==> src/rtl/seq_det_sched_if.sv <==
// Handshake bundle for seq_det_sched: requester frames, detector link, result.
// slave = scheduler side, master = requesters/detector/consumer side.
interface seq_det_sched_if #(
   parameter int NREQ    = 4,
   parameter int FRAME_W = 16,
   parameter int HIT_W   = $clog2(FRAME_W + 1)
);
   localparam int ID_W = $clog2(NREQ);

   logic [NREQ-1:0]         req_valid;
   logic [NREQ*FRAME_W-1:0] req_data;
   logic [NREQ-1:0]         req_ready;
   logic                    det_in;
   logic                    det_clr;
   logic                    det_out;
   logic                    res_valid;
   logic [ID_W-1:0]         res_id;
   logic [HIT_W-1:0]        res_hits;
   logic                    res_ready;

   modport slave (
      input  req_valid, req_data, det_out, res_ready,
      output req_ready, det_in, det_clr, res_valid, res_id, res_hits
   );

   modport master (
      output req_valid, req_data, det_out, res_ready,
      input  req_ready, det_in, det_clr, res_valid, res_id, res_hits
   );
endinterface

==> src/rtl/seq_det_sched.sv <==
// seq_det_sched: shares one serial 1110010 detector among NREQ requesters.
// Ports: clk, rst (sync, active high), io_bus (seq_det_sched_if.slave).
// Macro SEQ_DET_SCHED_RR_EN: round-robin grant; undefined: lowest index wins.
module seq_det_sched #(
   parameter int NREQ    = 4,
   parameter int FRAME_W = 16,
   parameter int HIT_W   = $clog2(FRAME_W + 1)
) (
   input logic           clk,
   input logic           rst,
   seq_det_sched_if.slave io_bus
);
   localparam int ID_W = $clog2(NREQ);
   localparam int BC_W = $clog2(FRAME_W);

   typedef enum logic [2:0] {
      S_IDLE, S_CLEAR, S_SHIFT, S_DRAIN, S_RESULT
   } state_t;

   state_t             r_state, w_next;
   logic [FRAME_W-1:0] r_sh;
   logic [BC_W-1:0]    r_bit;
   logic [HIT_W-1:0]   r_hits;
   logic [ID_W-1:0]    r_id;
   logic [ID_W-1:0]    w_gnt;
   logic               w_any;
   logic [FRAME_W-1:0] w_data;
   logic               w_sample;

`ifdef SEQ_DET_SCHED_RR_EN
   logic [ID_W-1:0] r_last;
   logic [ID_W:0]   w_idx;

   // Search starts one past the last winner, wrapping at NREQ.
   always_comb begin
      w_any = 1'b0;
      w_gnt = '0;
      w_idx = '0;
      for (int k = 1; k <= NREQ; k++) begin
         w_idx = {1'b0, r_last} + (ID_W+1)'(k);
         if (w_idx >= (ID_W+1)'(NREQ))
            w_idx = w_idx - (ID_W+1)'(NREQ);
         if (!w_any && io_bus.req_valid[w_idx[ID_W-1:0]]) begin
            w_any = 1'b1;
            w_gnt = w_idx[ID_W-1:0];
         end
      end
   end

   always_ff @(posedge clk) begin
      if (rst)
         r_last <= ID_W'(NREQ - 1);
      else if (r_state == S_IDLE && w_any)
         r_last <= w_gnt;
   end
`else
   always_comb begin
      w_any = |io_bus.req_valid;
      w_gnt = '0;
      for (int i = NREQ - 1; i >= 0; i--)
         if (io_bus.req_valid[i]) w_gnt = ID_W'(i);
   end
`endif

   always_comb begin
      w_data = '0;
      for (int i = 0; i < NREQ; i++)
         if (w_gnt == ID_W'(i))
            w_data = io_bus.req_data[i*FRAME_W +: FRAME_W];
   end

   // det_out lags the presented bit by one cycle, so the first shift
   // cycle is skipped and DRAIN picks up the last bit.
   assign w_sample = (r_state == S_SHIFT && r_bit != '0) ||
                     (r_state == S_DRAIN);

   always_ff @(posedge clk) begin
      if (rst) r_state <= S_IDLE;
      else     r_state <= w_next;
   end

   always_comb begin
      w_next            = r_state;
      io_bus.req_ready  = '0;
      io_bus.det_in     = 1'b0;
      io_bus.det_clr    = rst;
      io_bus.res_valid  = 1'b0;
      unique case (r_state)
         S_IDLE: begin
            if (w_any) begin
               w_next = S_CLEAR;
               if (!rst) io_bus.req_ready[w_gnt] = 1'b1;
            end
         end
         S_CLEAR: begin
            io_bus.det_clr = 1'b1;
            w_next         = S_SHIFT;
         end
         S_SHIFT: begin
            io_bus.det_in = r_sh[FRAME_W-1];
            if (r_bit == BC_W'(FRAME_W - 1)) w_next = S_DRAIN;
         end
         S_DRAIN: begin
            w_next = S_RESULT;
         end
         S_RESULT: begin
            io_bus.res_valid = 1'b1;
            if (io_bus.res_ready) w_next = S_IDLE;
         end
         default: w_next = S_IDLE;
      endcase
   end

   always_ff @(posedge clk) begin
      if (rst) begin
         r_sh   <= '0;
         r_bit  <= '0;
         r_hits <= '0;
         r_id   <= '0;
      end else begin
         case (r_state)
            S_IDLE: begin
               if (w_any) begin
                  r_sh <= w_data;
                  r_id <= w_gnt;
               end
            end
            S_CLEAR: begin
               r_bit  <= '0;
               r_hits <= '0;
            end
            S_SHIFT: begin
               r_sh  <= {r_sh[FRAME_W-2:0], 1'b0};
               r_bit <= r_bit + 1'b1;
            end
            default: ;
         endcase
         if (w_sample && io_bus.det_out && !(&r_hits))
            r_hits <= r_hits + 1'b1;
      end
   end

   assign io_bus.res_id   = r_id;
   assign io_bus.res_hits = r_hits;
endmodule

==> src/flat_wrapper.sv <==
// flat-port wrapper written by rule: the top's interface ports become plain ports
module seq_det_sched_flat 
#(
   parameter int NREQ    = 4,
   parameter int FRAME_W = 16,
   parameter int HIT_W   = $clog2(FRAME_W + 1)
)
  (clk, rst, io_bus_req_valid, io_bus_req_data, io_bus_det_out, io_bus_res_ready, io_bus_req_ready, io_bus_det_in, io_bus_det_clr, io_bus_res_valid, io_bus_res_id, io_bus_res_hits);
  seq_det_sched_if #(.NREQ(NREQ), .FRAME_W(FRAME_W), .HIT_W(HIT_W)) io_bus_i ();
  input logic clk;
  input logic rst;
  input wire logic [$bits(io_bus_i.req_valid)-1:0] io_bus_req_valid;
  input wire logic [$bits(io_bus_i.req_data)-1:0] io_bus_req_data;
  input wire logic [$bits(io_bus_i.det_out)-1:0] io_bus_det_out;
  input wire logic [$bits(io_bus_i.res_ready)-1:0] io_bus_res_ready;
  output wire logic [$bits(io_bus_i.req_ready)-1:0] io_bus_req_ready;
  output wire logic [$bits(io_bus_i.det_in)-1:0] io_bus_det_in;
  output wire logic [$bits(io_bus_i.det_clr)-1:0] io_bus_det_clr;
  output wire logic [$bits(io_bus_i.res_valid)-1:0] io_bus_res_valid;
  output wire logic [$bits(io_bus_i.res_id)-1:0] io_bus_res_id;
  output wire logic [$bits(io_bus_i.res_hits)-1:0] io_bus_res_hits;
  assign io_bus_i.req_valid = io_bus_req_valid;
  assign io_bus_i.req_data = io_bus_req_data;
  assign io_bus_i.det_out = io_bus_det_out;
  assign io_bus_i.res_ready = io_bus_res_ready;
  assign io_bus_req_ready = io_bus_i.req_ready;
  assign io_bus_det_in = io_bus_i.det_in;
  assign io_bus_det_clr = io_bus_i.det_clr;
  assign io_bus_res_valid = io_bus_i.res_valid;
  assign io_bus_res_id = io_bus_i.res_id;
  assign io_bus_res_hits = io_bus_i.res_hits;
  seq_det_sched #(.NREQ(NREQ), .FRAME_W(FRAME_W), .HIT_W(HIT_W)) u_core (.clk(clk), .rst(rst), .io_bus(io_bus_i));
endmodule
==> config.mk <==
export PLATFORM = sky130hd
export DESIGN_NAME = seq_det_sched_flat
export DESIGN_NICKNAME = d
export VERILOG_FILES = /design/src/rtl/seq_det_sched_if.sv /design/src/rtl/seq_det_sched.sv /design/src/flat_wrapper.sv
export SDC_FILE = /design/constraint.sdc
export NUM_CORES = 1
export LEC_CHECK = 0
export CAP_MARGIN = 5
export CORE_MARGIN = 2
export CORE_UTILIZATION = 60
export DETAILED_ROUTE_END_ITERATION = 7
export DONT_BUFFER_PORTS = 1
export GPL_ROUTABILITY_DRIVEN = 0
export HOLD_SLACK_MARGIN = 0.06
export MAX_ROUTING_LAYER = met4
export PLACE_DENSITY = 0.81
export SLEW_MARGIN = 20
export SYNTH_ARGS = -nofsm -noshare
export SYNTH_HDL_FRONTEND = slang
export SYNTH_SLANG_ARGS = --single-unit
==> constraint.sdc <==
create_clock -name clk -period 2.1 [get_ports clk]
set_clock_uncertainty 0.15 [all_clocks]
set_input_delay 0.525 -clock clk [delete_from_list [all_inputs] [get_ports clk]]
set_output_delay 0.525 -clock clk [all_outputs]
set_load 0.05 [all_outputs]
# After elaboration in Yosys (flattened, before gate mapping)
# Index checks and enable logic that the tools add are counted.
# Widths: inputs -> output; s select.
[totals]
ff_bits = 30
inputBits = 72
elab_cells = 62
[op_classes]
add_sub_neg = 2
order_cmp = 2
n_eq_ne = 11
n_mux = 25
n_reduce_logical = 17
[ops]
columns = ["cell", "count"]
rows = [
  ["$mux 16", 5],
  ["$pmux 16 s2", 1],
  ["$pmux 3 s5", 1],
  ["$mux 4", 3],
  ["$mux 5", 2],
  ["$mux 3", 3],
  ["$mux 2", 4],
  ["$pmux 4 s2", 1],
  ["$eq 3x2->1 const B", 2],
  ["$reduce_bool 2->1", 3],
  ["$add 5x1->5 const B", 1],
  ["$reduce_and 5->1", 1],
  ["$add 4x1->4 const B", 1],
  ["$eq 2x2->1 const B", 2],
  ["$eq 4x4->1 const B", 1],
  ["$logic_and 1x1->1", 4],
  ["$mux 1", 4],
  ["$ne 2x2->1 const B", 2],
  ["$reduce_and 2->1", 2],
  ["$reduce_bool 4->1", 1],
  ["$reduce_or 4->1", 1],
  ["$eq 3x1->1 const B", 1],
  ["$eq 3x3->1 const B", 1],
  ["$logic_not 3->1", 1],
  ["9 further kinds", 9],
]

# Longest topological paths before layout
# Gate-level depths: netlist of run 1.
[logic_depth]
ltp_word = 11
depth_mapped = 7
depth_no_buf = 7

# Worst setup path after synthesis of run 1
# No wires, ideal clock.
[synth_path]
kind = "input -> output"
from = "in io_bus_req_valid[1]"
to = "out io_bus_req_ready[1]"
arrival_time_ps = 2210
t_required_ps = 1425
setup_slack_ps = -785
cell_stages = 4
path_buffers = 2
cell_sequence = "buf_2 > buf_1 > inv_1 > nor3b_1"
[synth_between]
elab_chain_len = 9
[synth_lines]
columns = ["element", "line", "source"]
rows = [
  ["start: declaration", "flat_wrapper.sv:12", "input wire logic [$bits(io_bus_i.req_valid)-1:0] io_bus_req_valid;"],
  ["$mux 2 (2 in series)", "seq_det_sched.sv:61", "if (io_bus.req_valid[i]) w_gnt = ID_W'(i);"],
  ["$lt 2x3->1 (implied by the code) or $ge 2x1->1 (tied branches)", "seq_det_sched.sv:92", "if (!rst) io_bus.req_ready[w_gnt] = 1'b1;"],
  ["$logic_and 1x1->1 (implied by the code)", "seq_det_sched.sv:92", ""],
  ["$mux 1 (implied by the code)", "seq_det_sched.sv:92", ""],
  ["$demux 1 s2", "n/a", ""],
  ["$mux 4", "seq_det_sched.sv:92", ""],
  ["$mux 4 *", "seq_det_sched.sv:90", "if (w_any) begin"],
  ["$mux 4 *", "seq_det_sched.sv:88", "unique case (r_state)"],
  ["end: declaration", "flat_wrapper.sv:16", "output wire logic [$bits(io_bus_i.req_ready)-1:0] io_bus_req_ready;"],
]
# Every way passes the cells marked *; elsewhere a longest branch is shown, timed or not.

# Worst setup path after layout of run 1
[layout_path]
from = "reg u_core.r_state[0]"
to = "out io_bus_req_ready[3]"
[layout_between]
elab_chain_len = 2
[layout_lines]
columns = ["element", "line", "source"]
rows = [
  ["start: declaration", "seq_det_sched.sv:20", "state_t r_state, w_next;"],
  ["start signal: assignment", "seq_det_sched.sv:79", "else r_state <= w_next;"],
  ["$logic_not 3->1", "seq_det_sched.sv:88", ""],
  ["$mux 4", "seq_det_sched.sv:88", ""],
]
# Every way passes these cells.

==> metrics.log, run 1 <==
[metrics] result of the run: finished with violations
[metrics] violated checks: setup timing
[metrics] global-route wire length before repair: 8140 µm
[metrics] drt first-iter violations: 181
[metrics] main flop type after synthesis: sky130_fd_sc_hd__dfxtp_1
[metrics] total negative setup slack: -0.300 ns
[metrics] launch point of the worst path: u_core.r_state[0]
[metrics] final antenna diode count: 0
[metrics] clock sink count: 30
[metrics] DP Worst Slack: 0.101 ns
[metrics] number of enable flip-flop cells after synthesis: 0
[metrics] top cell type by total area after synthesis: sky130_fd_sc_hd__dfxtp_1
[metrics] count of endpoints failing setup in the final report: 4
[metrics] leakage power figure: 0.966 nW
[metrics] beginning of the worst hold path: rst
[metrics] via count of the first global-routing pass: 1782
[metrics] CTS buffer count: 5
[metrics] area grow syn2layout: 11.8%
[metrics] Hold WC Path Type: input pin to flop
[metrics] number of library cell types mapped by synthesis: 42
[metrics] max-capacitance violation count: 0
[metrics] CTS Root Buffer Type: sky130_fd_sc_hd__clkbuf_4
[metrics] post-layout minimum cycle time: 2.21 ns
[metrics] kind of start point of the critical path: flop
[metrics] post-route clock period utilization: 1.05
[metrics] vias per std cell: between 6 and 7
[metrics] Worst-Margin Slew: just under 0.6 ns
[metrics] DP Wirelength: 3600 µm
[metrics] # port buffers: 0
[metrics] clock latency at the later pin of the worst-skew pair: 0.34 ns
[metrics] drt drc: 0
[metrics] Hold Path Cell Cnt: 1
[metrics] buffers and inverters on the worst path: 1
[metrics] floorplan die height: between 60 and 70 µm
[metrics] Starting Density: 0.620
[metrics] worst reg2reg path depth: 7
[metrics] maximum level of the CTS H-tree: 2
[metrics] clock tree from TritonCTS: built
[metrics] first-pass detailed-route iteration total: 4
[metrics] data required time of the worst path: ~1.4 ns
[metrics] largest cells by area after synthesis: sky130_fd_sc_hd__dfxtp_1 (29%), sky130_fd_sc_hd__a211o_1 (6.8%), sky130_fd_sc_hd__o32ai_1 (6.8%), sky130_fd_sc_hd__a2bb2oi_1 (6.3%), sky130_fd_sc_hd__a22oi_1 (6.2%)
[metrics] RSZ-0062 raised after global routing: yes
[metrics] initial antenna violation count: 0
[metrics] Arr. time, crit path: about 1.5 ns
[metrics] antenna-violating nets left: 0
[metrics] worst min-delay path endpoint: u_core.r_state[2]
[metrics] share of the synthesized area in the top cell type: 0.290
[metrics] total congestion overflow: 0
[metrics] area of the die: 0.00394 mm²
[metrics] reg-to-reg startpoint: u_core.io_bus.res_hits[0]
[metrics] routed wire length per instance: ~17 µm
[metrics] number of warnings issued by yosys: 0
[metrics] kind of capture point of the worst setup path: output port
[metrics] post-synthesis async set-or-reset flop share: 0
[metrics] cell family with the largest share of critical-path delay: simple AND/OR/NAND/NOR gates
[metrics] flip-flop and latch count after synthesis: 30
[metrics] classification of the worst setup path: flop to output port
[metrics] cell row count: 21
[metrics] maximum count of clock buffers along a single path: 2
[metrics] Worst IR Drop VDD: approximately 0.46 mV
[metrics] routed vias: ~2000
[metrics] Post-Syn Nets: 344
[metrics] remaining max-slew budget at the tightest pin: 0.609
[metrics] crit path max-delay cell type: sky130_fd_sc_hd__dfxtp_4
[metrics] share of layout cells above drive strength 1: 0.178
[metrics] Die X: around 63 µm
[metrics] clock-pin slew of the registers on the worst-case setup and hold paths: ~0.10 ns
[metrics] PD cells: slightly below 1000 mW/mm²
[metrics] combined global-route utilization of all metal layers: 0.262
[metrics] sequential element share of the synthesized area: 0.290
[metrics] pin count of the biggest net entering global routing: 38
[metrics] number of instances in the synthesized netlist: 268
[metrics] worst setup slack for register-to-register paths: 0.20 ns
[metrics] timing-limited maximum frequency: between 400 and 500 MHz
[metrics] end of the worst register-to-register path: u_core.io_bus.res_hits[2]
[metrics] fin. max-slew vios: 0
[metrics] worst setup slack after layout: -0.110 ns
[metrics] placeable core region: 0.00334 mm²
[metrics] sum of routed wire length over all layers: about 5200 µm
[metrics] total count of hold-check failures in the final report: 0
[metrics] boundary pin count: 86
[metrics] maximum fanout along the worst path: 4
[metrics] critical-path cell list: nor4_4, buf_4, and3_4
[metrics] CP max stage delay: ~0.38 ns
[metrics] per-instance average area after synthesis: 7.72 µm²
[metrics] Synth Cell Area: 0.00207 mm²
[metrics] number of nets in the finished design: 344
-- final cells by class --
cell class	count	area [µm²]
Clock inverter	1	5.00
Clock buffer	7	55.1
Inverter	26	97.6
Multi-Input combinational cell	186	1290
Timing Repair Buffer	19	193
Tap cell	46	57.6
Sequential cell	30	614
Fill cell	291	1020
-- cell usage in the layout, fill, tap and decap left out, drive strengths merged, types with 4 or more instances in the layout --
| master | Yosys | routed |
|---|---|---|
| a211o | 16 | 16 |
| a21oi | 25 | 25 |
| a22oi | 17 | 17 |
| a2bb2oi | 15 | 15 |
| and2 | 5 | 5 |
| and3 | 4 | 4 |
| buf | 17 | 19 |
| clkbuf | 9 | 7 |
| dfxtp | 30 | 30 |
| ha | 4 | 4 |
| inv | 26 | 26 |
| nand2 | 19 | 19 |
| nor2 | 28 | 28 |
| nor3b | 4 | 4 |
| o21ai | 4 | 4 |
| o32ai | 16 | 16 |
-- layer usage --
metal / routed length [µm] / track usage / vias to the layer above
met3: 483 / 0.0757 / 8
li1: - / - / 982
met4: 59 / 0.100 / 0
met2: 2470 / 0.406 / 85
met1: 2230 / 0.322 / 935
met5: 0 / - / -
-- worst reg2reg max path, delay by kind of cell, from the launching register on --
family                   cells  cell delay, ns
AND/OR/NAND/NOR              3            0.68
adder cells (fa/ha/maj)      2            0.38
AO/OA/AOI/OAI                2            0.29
flip-flops                   1            0.33
-- cell families after synthesis --
kind of cell | share of synthesized area
simple gates | 0.206
fa+ha+maj | 0.0242
flops | 0.290
compound gates | 0.355
mux | 0.00967
buf+inv | 0.111
xor+xnor | 0.00423
-- stage by stage --
step           area (µm²)   util  cells  power (W)  hold WS, ns
2_1_floorplan        2100      -    268    0.00167        0.327
3_3_place_gp         2160  0.648    302    0.00174        0.342
3_5_place_dp         2160  0.648    302    0.00176        0.350
4_1_cts              2240  0.672    311    0.00215       0.0798
5_1_grt              2310  0.693    315    0.00235       0.0693
6_report             2310  0.693    315    0.00223       0.0808
-- report_power, final --
part / total, W / switching (W) / internal (W)
combinational: 0.000996 / 0.000498 / 0.000499
clock: 0.000367 / 0.000205 / 0.000162
sequential: 0.000866 / 0.000153 / 0.000713
total: 0.00223 / 0.000856 / 0.00137
-- synthesized netlist by cell type, types with 2 or more instances --
| cell | n |
|---|---|
| sky130_fd_sc_hd__buf_2 | 9 |
| sky130_fd_sc_hd__o21ai_0 | 3 |
| sky130_fd_sc_hd__nor2b_1 | 2 |
| sky130_fd_sc_hd__buf_4 | 2 |
| sky130_fd_sc_hd__a2bb2oi_1 | 15 |
| sky130_fd_sc_hd__nand3b_1 | 3 |
| sky130_fd_sc_hd__and2_1 | 3 |
| sky130_fd_sc_hd__buf_1 | 4 |
| sky130_fd_sc_hd__ha_1 | 4 |
| sky130_fd_sc_hd__nor2_1 | 28 |
| sky130_fd_sc_hd__a221oi_1 | 2 |
| sky130_fd_sc_hd__nand2_1 | 19 |
| sky130_fd_sc_hd__nor3_1 | 2 |
| sky130_fd_sc_hd__buf_6 | 2 |
| sky130_fd_sc_hd__clkbuf_1 | 9 |
| sky130_fd_sc_hd__and3_1 | 4 |
| sky130_fd_sc_hd__nor3b_1 | 4 |
| sky130_fd_sc_hd__a22oi_1 | 17 |
| sky130_fd_sc_hd__a21oi_1 | 24 |
| sky130_fd_sc_hd__o32ai_1 | 16 |
| sky130_fd_sc_hd__a211oi_1 | 3 |
| sky130_fd_sc_hd__a211o_1 | 16 |
| sky130_fd_sc_hd__inv_1 | 26 |
| sky130_fd_sc_hd__dfxtp_1 | 30 |
| sky130_fd_sc_hd__nand3_1 | 2 |
| sky130_fd_sc_hd__mux2i_1 | 2 |
| sky130_fd_sc_hd__or2_2 | 2 |
-- how the worst max path moves through the flow --
stage | endpoint | slack, ns | cells past startpoint
after floorplan | io_bus_req_ready[1] | -0.16 | 4
after CTS | io_bus_req_ready[1] | -0.09 | 3
final | io_bus_req_ready[3] | -0.11 | 3
after global routing | io_bus_req_ready[1] | -0.17 | 3
after global placement | u_core.io_bus.res_hits[2] | 0.15 | 7
after detailed placement | u_core.io_bus.res_hits[2] | 0.10 | 7
-- registers in the layout, indices dropped and copies added, names as in the netlist --
| register | flops |
|---|---|
| u_core.r_sh | 16 |
| u_core.io_bus.res_hits | 5 |
| u_core.r_bit | 4 |
| u_core.r_state | 3 |
| u_core.io_bus.res_id | 2 |
-- timing repair --
item / 4_1_cts / 5_1_grt
gates resized for setup: 6 / 7
setup endpoints to repair: 6 / 7
hold endpoints to repair: 0 / 0
hold buffers: 0 / 0
pin swaps: 1 / 5
cloned: 0 / 0
buffers inserted: 1 / 5
(Power assumes the default switching activity.)
==> inputs of run 2 (changes only) <==
- RECOVER_POWER: not set -> 25
- SKIP_CTS_REPAIR_TIMING: not set -> 1
==> run 2 against run 1 <==
The run still ends with setup timing left. Power decreased by 3.1%. Utilization decreased by 1.7 points. Register-to-register slack about the same. Hold slack improved by 0.0051 ns. Flip-flop and latch count unchanged. Sequential power about the same. Fmax increased by 1.8%. First-iteration DRC count decreased by 10%. Die area unchanged. Non-clock buffer count decreased by 2. Worst setup slack improved by 0.040 ns. Final cell count decreased by 0.63%. Critical path type unchanged. Critical endpoint unchanged. Largest cell class unchanged.
==> metrics.log, run 2 (synthesized netlist as in run 1, its figures left out) <==
[metrics] # port buffers: 0
[metrics] combined global-route utilization of all metal layers: 0.258
[metrics] first-pass detailed-route iteration total: 4
[metrics] data required time of the worst path: 1.42 ns
[metrics] Worst-Margin Slew: 0.576 ns
[metrics] kind of capture point of the worst setup path: output port
[metrics] part of the total power dissipated in the clock network: 0.168
[metrics] PD cells: 957 mW/mm²
[metrics] Internal Power: 0.00134 W
[metrics] combinational cell fraction of total power: 0.432
[metrics] cell row count: 21
[metrics] count of endpoints failing setup in the final report: 3
[metrics] Worst IR Drop VDD: 0.477 mV
[metrics] clock latency at the later pin of the worst-skew pair: around 0.34 ns
[metrics] classification of the worst setup path: flop to output port
[metrics] post-layout minimum cycle time: ~2.2 ns
[metrics] reg-to-reg startpoint: u_core.r_state[0]
[metrics] end of the worst register-to-register path: u_core.r_sh[15]
[metrics] Arr. time, crit path: between 1 and 1.5 ns
[metrics] post-route cell area: around 0.0023 mm²
[metrics] kind of start point of the critical path: flop
[metrics] Die X: around 63 µm
[metrics] DP Wirelength: 3600 µm
[metrics] boundary pin count: 86
[metrics] Starting Density: 0.620
[metrics] global-route wire length before repair: approximately 8000 µm
[metrics] Hold WC Path Type: input pin to flop
[metrics] worst min-delay path endpoint: u_core.r_state[2]
[metrics] CTS Root Buffer Type: sky130_fd_sc_hd__clkbuf_4
[metrics] drt first-iter violations: roughly 160
[metrics] worst setup slack after layout: -0.0700 ns
[metrics] result of the run: finished with violations
[metrics] violated checks: setup timing
[metrics] initial antenna violation count: 0
[metrics] RSZ-0062 raised after global routing: yes
[metrics] sum of routed wire length over all layers: 4990 µm
[metrics] via count of the first global-routing pass: 1767
[metrics] clock sink count: 30
[metrics] total net switching power: 0.000824 W
[metrics] CTS buffer count: 5
[metrics] pin count of the biggest net entering global routing: 38
[metrics] total negative setup slack: -0.150 ns
[metrics] area of the die: 0.00394 mm²
[metrics] relative contribution of sequential cells to total power: 0.400
[metrics] worst setup slack for register-to-register paths: around 0.2 ns
[metrics] maximum fanout along the worst path: 6
[metrics] Hold Path Cell Cnt: 1
[metrics] clock-pin slew of the registers on the worst-case setup and hold paths: roughly 0.1 ns
[metrics] number of nets in the finished design: between 300 and 400
[metrics] Post-Route Utilization: 0.676
[metrics] clock tree from TritonCTS: built
[metrics] total congestion overflow: 0
[metrics] fin. max-slew vios: 0
[metrics] leakage power figure: 0.945 nW
[metrics] number of fill cells in the layout: 299
[metrics] max-capacitance violation count: 0
[metrics] top library cells by usage in the layout, fill and taps aside: sky130_fd_sc_hd__nor2_1 (28), sky130_fd_sc_hd__inv_1 (26), sky130_fd_sc_hd__dfxtp_1 (25)
[metrics] beginning of the worst hold path: rst
[metrics] final antenna diode count: 0
[metrics] top register by number of flip-flops: u_core.r_sh
[metrics] floorplan die height: around 63 µm
[metrics] flip-flop count of the largest register, all copies and words added: 16
[metrics] maximum count of clock buffers along a single path: 2
[metrics] remaining max-slew budget at the tightest pin: 0.616
[metrics] maximum level of the CTS H-tree: 2
[metrics] fraction of power spent switching nets: 0.382
[metrics] share of layout cells above drive strength 1: 0.169
[metrics] worst reg2reg path depth: 5
[metrics] total count of hold-check failures in the final report: 0
[metrics] cell area after placement: 0.00216 mm²
[metrics] timing-limited maximum frequency: 461 MHz
[metrics] post-route clock period utilization: 1.03
[metrics] placeable core region: 0.00334 mm²
[metrics] routed wire length per instance: about 16 µm
[metrics] most common library cell in the layout ignoring fill and taps: sky130_fd_sc_hd__nor2_1
[metrics] area grow syn2layout: 9.07%
[metrics] vias per std cell: 6.21
[metrics] drt drc: 0
[metrics] routed vias: just under 2000
[metrics] antenna-violating nets left: 0
## run 2: cell types whose count changed in the layout (fill, tap and decap cells not counted), sizes merged
cell / delta
buf: -2
## run 2: how the worst max path moves through the flow
| stage | from | to | slack (ns) | cells past startpoint |
|---|---|---|---|---|
| 6_report | u_core.r_state[0] | io_bus_req_ready[3] | -0.07 | 3 |
| 5_1_grt | u_core.r_state[0] | io_bus_req_ready[1] | -0.17 | 3 |
| 4_1_cts | u_core.r_state[1] | io_bus_req_ready[1] | -0.21 | 3 |
| 3_5_place_dp | u_core.io_bus.res_hits[0] | u_core.io_bus.res_hits[2] | 0.10 | 7 |
| 3_3_place_gp | u_core.io_bus.res_hits[0] | u_core.io_bus.res_hits[2] | 0.15 | 7 |
| 2_1_floorplan | io_bus_req_valid[1] | io_bus_req_ready[1] | -0.16 | 4 |
## run 2: layer usage
metal / track usage / wire (µm)
met5: - / 0
met1: 0.318 / 2120
met2: 0.401 / 2360
met3: 0.0757 / 446
met4: 0.100 / 56
## run 2: layout make-up
class                      instances  area, µm²  area share
multi-input combinational        186       1280       0.567
sequential                        30        609       0.270
timing repair buffer              17        153      0.0676
inverter                          26       97.6      0.0432
tap                               46       57.6      0.0255
clock buffer                       7       55.1      0.0244
clock inverter                     1       5.00     0.00222
## run 2: power by group through the flow
stage | Sequential, W | Combinational [W] | Clock [W]
2_1_floorplan | 0.000816 | 0.000853 | 0
3_3_place_gp | 0.000866 | 0.000878 | 0
3_5_place_dp | 0.000870 | 0.000891 | 0
4_1_cts | 0.000856 | 0.000896 | 0.000373
5_1_grt | 0.000882 | 0.00101 | 0.000394
6_report | 0.000863 | 0.000933 | 0.000364
## run 2: critical path, stage by stage (launching register included)
cell	delay, ns
sky130_fd_sc_hd__dfxtp_4	0.38
sky130_fd_sc_hd__nor4_4	0.33
sky130_fd_sc_hd__buf_4	0.17
sky130_fd_sc_hd__and3_4	0.28
## run 2: through the flow
stage,setup WS [ns],cells,hold slack (ns),total power [W]
6_report,-0.0700,313,0.0859,0.00216
5_1_grt,-0.165,313,0.0756,0.00228
4_1_cts,-0.210,310,0.0869,0.00213
3_5_place_dp,0.101,302,0.350,0.00176
3_3_place_gp,0.153,302,0.342,0.00174
2_1_floorplan,-0.158,268,0.327,0.00167
==> inputs of run 3 (changes only) <==
- CELL_PAD_IN_SITES_DETAIL_PLACEMENT: not set -> 0
- CELL_PAD_IN_SITES_GLOBAL_PLACEMENT: not set -> 2
- CORE_UTILIZATION: 60 -> 23
- PLACE_DENSITY: 0.81 -> 0.62
==> run 3 against run 2 <==
The run still ends with setup timing left. Fmax up 1.7%. Combinational power up 2%. Power up 9.6%. Clock-buffer cell count up 1. Largest cell class unchanged. Largest power group unchanged.
==> metrics.log, run 3 (synthesized netlist as in run 1, its figures left out) <==
[metrics] buffers and inverters on the worst path: 1
[metrics] result of the run: finished with violations
[metrics] CTS Root Buffer Type: sky130_fd_sc_hd__clkbuf_8
[metrics] worst setup slack after layout: -0.0333 ns
[metrics] placeable core region: 0.00872 mm²
[metrics] PD cells: between 900 and 1000 mW/mm²
[metrics] worst reg2reg path depth: 7
[metrics] combined global-route utilization of all metal layers: 0.130
[metrics] RSZ-0062 raised after global routing: yes
[metrics] post-route clock period utilization: 1.02
[metrics] sum of routed wire length over all layers: ~6200 µm
[metrics] Arr. time, crit path: 1.46 ns
[metrics] initial antenna violation count: 0
[metrics] post-layout minimum cycle time: ~2.1 ns
[metrics] Die X: 98.9 µm
[metrics] max-capacitance violation count: 0
[metrics] cell family with the largest share of critical-path delay: simple AND/OR/NAND/NOR gates
[metrics] routed vias: 1964
[metrics] remaining max-slew budget at the tightest pin: 0.655
[metrics] number of nets in the finished design: 342
[metrics] fin. max-slew vios: 0
[metrics] floorplan die height: 98.9 µm
[metrics] top register by number of flip-flops: u_core.r_sh
[metrics] violated checks: setup timing
[metrics] share of layout cells above drive strength 1: 0.172
[metrics] classification of the worst setup path: flop to output port
[metrics] global-route wire length before repair: 9850 µm
[metrics] most common library cell in the layout ignoring fill and taps: sky130_fd_sc_hd__nor2_1
[metrics] via count of the first global-routing pass: ~1900
[metrics] DP Wirelength: 4530 µm
[metrics] maximum level of the CTS H-tree: 2
[metrics] total count of hold-check failures in the final report: 0
[metrics] data required time of the worst path: 1.42 ns
[metrics] area grow syn2layout: 15.1%
[metrics] clock-pin slew of the registers on the worst-case setup and hold paths: 0.07 ns
[metrics] clock sink count: 30
[metrics] CTS buffer count: 5
[metrics] DP Worst Slack: 0.0931 ns
[metrics] clock tree from TritonCTS: built
[metrics] Stages on worst setup path: 3
[metrics] flip-flop count of the largest register, all copies and words added: 16
[metrics] first-pass detailed-route iteration total: 4
[metrics] boundary pin count: 86
[metrics] Hold WC Path Type: input pin to flop
[metrics] cell row count: 34
[metrics] timing-limited maximum frequency: 469 MHz
[metrics] drt first-iter violations: approximately 100
[metrics] crit path max-delay cell type: sky130_fd_sc_hd__nor4_4
[metrics] kind of start point of the critical path: flop
[metrics] top library cells by usage in the layout, fill and taps aside: sky130_fd_sc_hd__nor2_1 (28), sky130_fd_sc_hd__inv_1 (26), sky130_fd_sc_hd__dfxtp_1 (25)
[metrics] critical-path cell list: nor4_4, nor3b_4, buf_12
[metrics] leakage power figure: about 0.96 nW
[metrics] vias per std cell: roughly 5.2
[metrics] drt drc: 0
[metrics] pin count of the biggest net entering global routing: 38
[metrics] area of the die: 0.00977 mm²
[metrics] Starting Density: 0.237
[metrics] kind of capture point of the worst setup path: output port
[metrics] Worst IR Drop VDD: 0.305 mV
[metrics] # port buffers: 0
[metrics] CP max stage delay: 0.38 ns
[metrics] final antenna diode count: 0
[metrics] antenna-violating nets left: 0
[metrics] Worst-Margin Slew: slightly above 0.5 ns
[metrics] total congestion overflow: 0
[metrics] count of endpoints failing setup in the final report: 1
[metrics] Hold Path Cell Cnt: 1
[metrics] routed wire length per instance: 16.6 µm
[metrics] post-layout total power: around 0.0024 W
[metrics] maximum fanout along the worst path: 5
[metrics] maximum count of clock buffers along a single path: 2
[metrics] clock latency at the later pin of the worst-skew pair: 0.28 ns
## run 3: changes by cell type in the layout (fill, tap and decap cells not counted)
cell | before | now
sky130_fd_sc_hd__clkinv_2 | 1 | 0
sky130_fd_sc_hd__clkbuf_1 | 1 | 0
sky130_fd_sc_hd__dfxtp_4 | 1 | 0
sky130_fd_sc_hd__clkbuf_8 | 1 | 8
sky130_fd_sc_hd__dfxtp_2 | 4 | 5
sky130_fd_sc_hd__and2_4 | 3 | 2
sky130_fd_sc_hd__and2_2 | 1 | 2
sky130_fd_sc_hd__clkbuf_4 | 5 | 0
## run 3: worst paths after layout
check                            startpoint                        end  slack (ns)
setup / recovery          u_core.r_state[1]        io_bus_req_ready[1]       -0.03
hold / removal                          rst          u_core.r_state[2]        0.15
setup reg to reg  u_core.io_bus.res_hits[0]  u_core.io_bus.res_hits[2]        0.21
hold reg to reg              u_core.r_sh[0]             u_core.r_sh[0]        0.36
## run 3: per-stage QoR
stage	instance area, µm²	utilization	hold WS, ns	setup TNS (ns)	cells
global placement	2260	0.259	0.341	0	367
floorplan	2100	-	0.327	-0.158	268
finish	2380	0.273	0.151	-0.0333	375
CTS	2370	0.272	0.144	-0.478	375
detailed placement	2260	0.259	0.350	0	367
global route	2380	0.273	0.136	-0.363	375
## run 3: worst reg2reg max path: cells and delay by family, from the launching register on
family                   cells  cell delay [ns]
AO/OA/AOI/OAI                2             0.29
adder cells (fa/ha/maj)      2             0.37
flip-flops                   1             0.32
AND/OR/NAND/NOR              3             0.68
## run 3: area by class of cell
cell class,count,area (µm²)
clock buffers,8,110
fillers,967,6340
inverters,26,97.6
multi-input cells,186,1280
flip-flops and latches,30,607
well taps,108,135
repair buffers,17,153
## run 3: power by group
group	total [W]	switching (W)	internal [W]
registers	0.000854	0.000146	0.000708
clock network	0.000561	0.000230	0.000331
logic	0.000953	0.000495	0.000458
## run 3: routing by layer
metal | GRT usage | wire length (µm) | vias to the layer above
li1 | - | - | 971
met1 | 0.173 | 2980 | 920
met2 | 0.194 | 2740 | 64
met3 | 0.0355 | 471 | 9
met4 | 0.0379 | 55 | 0
met5 | - | 0 | -
